## src/rtl/mul_add_pipe.sv

```systemverilog
// Pipelined saturating fixed-point multiply / multiply-accumulate unit, LAT cycles issue to done.
// Define MUL_ADD_PIPE_ROUND_EN for round-half-up product scaling; otherwise the product is truncated.
module mul_add_pipe #(
  parameter int WIDTH = 32,
  parameter int FRAC  = 22,
  parameter int LAT   = 3,
  parameter int GUARD = 8
) (
  input  logic             clk,
  input  logic             aclr_n,
  input  logic             clk_en,
  input  logic             start,
  input  logic [1:0]       n,
  input  logic [WIDTH-1:0] dataa,
  input  logic [WIDTH-1:0] datab,
  output logic [WIDTH-1:0] result,
  output logic             done
);

  localparam int AW = WIDTH + GUARD;
  // Internal sum width: wide enough for the scaled product and for acc plus product without overflow.
  localparam int SW = ((2 * WIDTH + 2) > (AW + 2)) ? (2 * WIDTH + 2) : (AW + 2);
  localparam int D  = LAT - 1;

  localparam logic signed [SW-1:0] W_MAX_S = {{(SW-WIDTH+1){1'b0}}, {(WIDTH-1){1'b1}}};
  localparam logic signed [SW-1:0] W_MIN_S = {{(SW-WIDTH+1){1'b1}}, {(WIDTH-1){1'b0}}};
  localparam logic signed [SW-1:0] A_MAX_S = {{(SW-AW+1){1'b0}}, {(AW-1){1'b1}}};
  localparam logic signed [SW-1:0] A_MIN_S = {{(SW-AW+1){1'b1}}, {(AW-1){1'b0}}};
  localparam logic signed [SW-1:0] RND_S   = {{(SW-FRAC){1'b0}}, 1'b1, {(FRAC-1){1'b0}}};

  typedef enum logic [1:0] {
    OP_MUL  = 2'd0,
    OP_MAC  = 2'd1,
    OP_CLR  = 2'd2,
    OP_READ = 2'd3
  } op_e;

  function automatic logic [WIDTH-1:0] sat_w(input logic signed [SW-1:0] x);
    if (x > W_MAX_S) begin
      sat_w = W_MAX_S[WIDTH-1:0];
    end else if (x < W_MIN_S) begin
      sat_w = W_MIN_S[WIDTH-1:0];
    end else begin
      sat_w = x[WIDTH-1:0];
    end
  endfunction

  function automatic logic [AW-1:0] sat_a(input logic signed [SW-1:0] x);
    if (x > A_MAX_S) begin
      sat_a = A_MAX_S[AW-1:0];
    end else if (x < A_MIN_S) begin
      sat_a = A_MIN_S[AW-1:0];
    end else begin
      sat_a = x[AW-1:0];
    end
  endfunction

  logic signed [2*WIDTH-1:0] a_ext_s, b_ext_s, prod_s;
  logic signed [SW-1:0]      prod_ext_s, rnd_s, scaled_s;

  logic                 pipe_v_q  [D];
  logic                 pipe_v_d  [D];
  op_e                  pipe_op_q [D];
  op_e                  pipe_op_d [D];
  logic signed [SW-1:0] pipe_p_q  [D];
  logic signed [SW-1:0] pipe_p_d  [D];

  logic [AW-1:0]        acc_q, acc_d;
  logic [WIDTH-1:0]     result_q, result_d;
  logic                 done_q, done_d;
  logic signed [SW-1:0] acc_ext_s, sum_s, mac_ext_s;
  logic [AW-1:0]        mac_acc_s;

  // Full-precision signed product scaled down by FRAC, rounded or truncated.
  always_comb begin
    a_ext_s    = {{WIDTH{dataa[WIDTH-1]}}, dataa};
    b_ext_s    = {{WIDTH{datab[WIDTH-1]}}, datab};
    prod_s     = a_ext_s * b_ext_s;
    prod_ext_s = {{(SW-2*WIDTH){prod_s[2*WIDTH-1]}}, prod_s};
`ifdef MUL_ADD_PIPE_ROUND_EN
    rnd_s      = prod_ext_s + RND_S;
`else
    rnd_s      = prod_ext_s;
`endif
    scaled_s   = rnd_s >>> FRAC;
  end

  // Next state of the op pipeline: stage 0 takes the new issue, later stages shift.
  always_comb begin
    for (int i = 0; i < D; i++) begin
      pipe_v_d[i]  = 1'b0;
      pipe_op_d[i] = OP_MUL;
      pipe_p_d[i]  = '0;
    end
    pipe_v_d[0]  = start;
    pipe_op_d[0] = op_e'(n);
    pipe_p_d[0]  = scaled_s;
    for (int i = 1; i < D; i++) begin
      pipe_v_d[i]  = pipe_v_q[i-1];
      pipe_op_d[i] = pipe_op_q[i-1];
      pipe_p_d[i]  = pipe_p_q[i-1];
    end
  end

  // Final stage: the only place the accumulator is read or written, so ops act in issue order.
  always_comb begin
    acc_ext_s = {{(SW-AW){acc_q[AW-1]}}, acc_q};
    sum_s     = acc_ext_s + pipe_p_q[D-1];
    mac_acc_s = sat_a(sum_s);
    mac_ext_s = {{(SW-AW){mac_acc_s[AW-1]}}, mac_acc_s};
    acc_d     = acc_q;
    result_d  = result_q;
    done_d    = 1'b0;
    if (pipe_v_q[D-1]) begin
      done_d = 1'b1;
      case (pipe_op_q[D-1])
        OP_MUL:  result_d = sat_w(pipe_p_q[D-1]);
        OP_MAC: begin
          acc_d    = mac_acc_s;
          result_d = sat_w(mac_ext_s);
        end
        OP_CLR: begin
          acc_d    = '0;
          result_d = '0;
        end
        OP_READ: result_d = sat_w(acc_ext_s);
        default: result_d = result_q;
      endcase
    end else begin
      done_d = 1'b0;
    end
  end

  // All state advances only on enabled edges; reset discards in-flight ops.
  always_ff @(posedge clk or negedge aclr_n) begin
    if (!aclr_n) begin
      for (int i = 0; i < D; i++) begin
        pipe_v_q[i]  <= 1'b0;
        pipe_op_q[i] <= OP_MUL;
        pipe_p_q[i]  <= '0;
      end
      acc_q    <= '0;
      result_q <= '0;
      done_q   <= 1'b0;
    end else if (clk_en) begin
      for (int i = 0; i < D; i++) begin
        pipe_v_q[i]  <= pipe_v_d[i];
        pipe_op_q[i] <= pipe_op_d[i];
        pipe_p_q[i]  <= pipe_p_d[i];
      end
      acc_q    <= acc_d;
      result_q <= result_d;
      done_q   <= done_d;
    end
  end

  assign result = result_q;
  assign done   = done_q;

endmodule

```

## config.mk

```make
export PLATFORM = sky130hd
export DESIGN_NAME = mul_add_pipe
export DESIGN_NICKNAME = d
export VERILOG_FILES = /design/src/rtl/mul_add_pipe.sv
export SDC_FILE = /design/constraint.sdc
export NUM_CORES = 2
export LEC_CHECK = 0
export ABC_AREA = 1
export ABC_CLOCK_PERIOD_IN_PS = 2900
export BUFFER_PORTS_ARGS = -buffer_cell sky130_fd_sc_hd__buf_2
export CORE_ASPECT_RATIO = 0.7
export CORE_MARGIN = 2
export CORE_UTILIZATION = 52
export DETAILED_ROUTE_END_ITERATION = 10
export GPL_TIMING_DRIVEN = 0
export HOLD_SLACK_MARGIN = 0.08
export MAX_ROUTING_LAYER = met4
export PLACE_DENSITY = 0.71
export SLEW_MARGIN = 15
export SYNTH_ARGS = -nofsm -noshare
export SYNTH_HDL_FRONTEND = slang
export SYNTH_SLANG_ARGS = --single-unit
```

## constraint.sdc

```tcl
create_clock -name clk -period 2.9 [get_ports clk]
set_input_delay 0.145 -clock clk [delete_from_list [all_inputs] [get_ports clk]]
set_output_delay 0.145 -clock clk [all_outputs]
set_load 0.1 [all_outputs]
```

==> key figures <==
CTS
  • Worst skew pair latency: 0.51 ns
  • Clock slew at reported path FFs: 0.06 ns
  • Clock sink total: 163
  • CTS Buf Count: 25
  • CTS tree: built
  • Clk buf depth: 3
  • H-tree levels: 4
  • Clock root buffer master: clkbuf_16

Finish
  • Final nets: 8,165
  • Most frequent cells in the layout: inv_1 (1,749), nand2_1 (1,497), fa_1 (993)
  • Finished Cell Area: 62,400 sq um
  • Commonest non-fill, non-tap cell in the layout: inv_1
  • Area growth from synthesis to layout: 28.1%
  • Layout cells sized above 1: 24.2%

STA
  • Max Slew Vio Count: 0
  • Fmax achieved: 0.145 GHz
  • Clock Skew: 0.0232 ns
  • Final setup fails: 104
  • Crit path time final: 6.91 ns
  • RSZ-0062 raised after global routing: true
  • Relative slew margins: 18.5%
  • Fin. Hold Viols: 0
  • Worst slew pin tran: 1.22 ns
  • Final period util: 238%
  • Setup slack after layout: -4.01 ns

Setup path
  • Worst Path Required: 3.28 ns
  • Critical path type: primary input to flip-flop
  • CP endpoint kind: flip-flop
  • Crit-path max FO: 7
  • R2R depth: 23
  • Worst Path Arrival: 7.29 ns
  • Startpoint types: primary input

Synth
  • Synth unique cells: 54
  • FF+latch count, synth: 163
  • Synthesized cell area: 48,700 sq um
  • Syn_area_per_cell: 7.67 sq um
  • Register area share after synthesis: 8.38%
  • Mapped Cells: 6,347
  • Leading register cell type out of synthesis: dfrtp_1
  • Synth Warn #: 0
  • FFs w/ async S/R, synth: 100%
  • Post-Syn Nets: 7,725
  • Number of enable flip-flop cells after synthesis: 0

GRT
  • Total grt overflow: 0
  • Initial antenna violation count: 14
  • Largest net degree at the start of global routing: 98
  • Overall routing resource usage: 44.3%
  • First-pass GRT wire length: 295 mm
  • Vias in the first global route: 44,545

Drt
  • DRT antenna net count: 0
  • DRT iter0 DRCs: 5,501
  • DR vias/cell: 5.60
  • Final WL: 210 mm
  • Wl on met1: 86.8 mm
  • Met2 Wirelength: 79.7 mm
  • Pre-antenna DRT Iters: 8
  • Metal3 WL: 34.4 mm
  • Top Layer Used: met4
  • Wire length per cell: 26.1 um
  • Vias: 45,022
  • Drt drc: 0

Placement
  • Dpl hpwl: 165 mm
  • Count of input and output buffers: 102
  • Placed Area: 53,400 sq um
  • Pre-CTS setup slack: -6.34 ns
  • Routability cong.: 1.06

Floorplan
  • Core Area: 92,400 sq um
  • Total die area: 96,200 sq um
  • Die W: 370 um
  • Number of placement rows: 93
  • Die Ht: 260 um
  • Initial core utilization: 52.7%
  • I/O pin total: 103

Outcome
  • Status: finished with violations
  • Failing checks: setup timing

Run
  • Maxcap violations: 0

Worst hold path
  • Worst Hold Class: primary input to asynchronous set/reset pin
==> routing by layer <==
| metal | GRT usage (%) | up-vias |
|---|---|---|
| met3 | 17.9 | 533 |
| li1 | - | 18867 |
| met5 | - | - |
| met4 | 15.0 | 0 |
| met2 | 56.0 | 3035 |
| met1 | 63.3 | 22587 |
==> kinds of logic after synthesis <==
| group | Yosys count | share of synthesized area (%) |
|---|---|---|
| fa+ha+maj | 1308 | 50.3 |
| buf+inv | 2169 | 17.2 |
| compound gates | 447 | 4.98 |
| simple gates | 2189 | 17.9 |
| xor+xnor | 71 | 1.28 |
| flops | 163 | 8.38 |
==> cell usage after synthesis, types with 8 or more instances <==
cell	count	area, sq um
a21oi_1	166	831
a31oi_1	33	206
buf_1	10	37.5
clkbuf_1	234	878
clkbuf_8	9	124
dfrtp_1	163	4080
fa_1	1082	21700
ha_1	226	2830
inv_1	1898	7120
nand2_1	1725	6470
nand2_2	21	131
nand3_1	127	636
nand4_1	11	68.8
nor2_1	214	803
nor2_2	16	100
nor3_1	19	95.1
nor4_1	12	75.1
o21a_1	9	67.6
o21ai_0	196	981
o21bai_1	8	60.1
or2_2	25	156
xnor2_1	43	377
xor2_1	28	245
==> worst paths after layout <==
path | from | end | slack (ns)
setup / recovery | dataa[31] | pipe_p_d[31] | -4.01
hold / removal | aclr_n | result[3] | 0.19
setup reg to reg | pipe_p_q[19] | result[1] | -0.77
hold reg to reg | done | done | 0.46
max in group asynchronous | aclr_n | acc_q[39] | 1.71
min in group clk | clk_en | pipe_p_d[28] | 0.29
==> what timing repair did <==
action | in CTS | in global routing
pin swaps | 170 | 312
setup endpoints to repair | 113 | 113
gates cloned | 2 | 17
buffers inserted | 117 | 179
hold endpoints to repair | 69 | 0
hold buffers | 4 | 0
gates resized for setup | 604 | 894
==> worst max-delay path, cell delays in order <==
cell       delay (ns)
buf_12           0.11
clkbuf_16        0.20
nand2_8          0.09
inv_6            0.03
fa_2             0.55
fa_2             0.47
fa_2             0.48
buf_12           0.17
buf_8            0.13
buf_4            0.12
buf_4            0.12
fa_1             0.44
fa_1             0.58
fa_1             0.48
fa_2             0.73
fa_1             0.48
ha_4             0.30
buf_4            0.14
nand2_1          0.11
nor2_1           0.07
inv_2            0.13
nor2_1           0.09
a21oi_2          0.22
nand3_4          0.15
a21o_1           0.23
or2_2            0.29
nand3_2          0.11
nand2_2          0.08
==> through the flow <==
stage | setup TNS, ns | cells | hold WS, ns | util, %
floorplan | -137.38 | 6347 | -0.151 | -
global placement | -444.87 | 7684 | 0.384 | 57.7
detailed placement | -292.20 | 7688 | 0.142 | 57.8
CTS | -187.90 | 7841 | 0.222 | 62.4
global route | -197.80 | 8037 | 0.246 | 67.5
finish | -185.60 | 8039 | 0.194 | 67.5
==> flip-flops by register name, summed over array words and instances, names as in the netlist <==
register	count
pipe_p_d	42
pipe_p_q	42
acc_q	40
result	32
pipe_op_d	2
pipe_op_q	2
done	1
pipe_v_d	1
pipe_v_q	1
==> cell type report <==
type / count / area [sq um]
diodes: 13 / 32.5
plain buffers: 262 / 3700
clock buffers: 28 / 637
clock inverters: 3 / 42.5
fillers: 7650 / 30000
inverters: 1906 / 7210
multi-input cells: 4016 / 41200
flip-flops and latches: 163 / 4100
well taps: 1235 / 1550
repair buffers: 413 / 3900
Power is not shown: default switching activity piles up to over one toggle a cycle in this logic, so the estimate is an artifact.
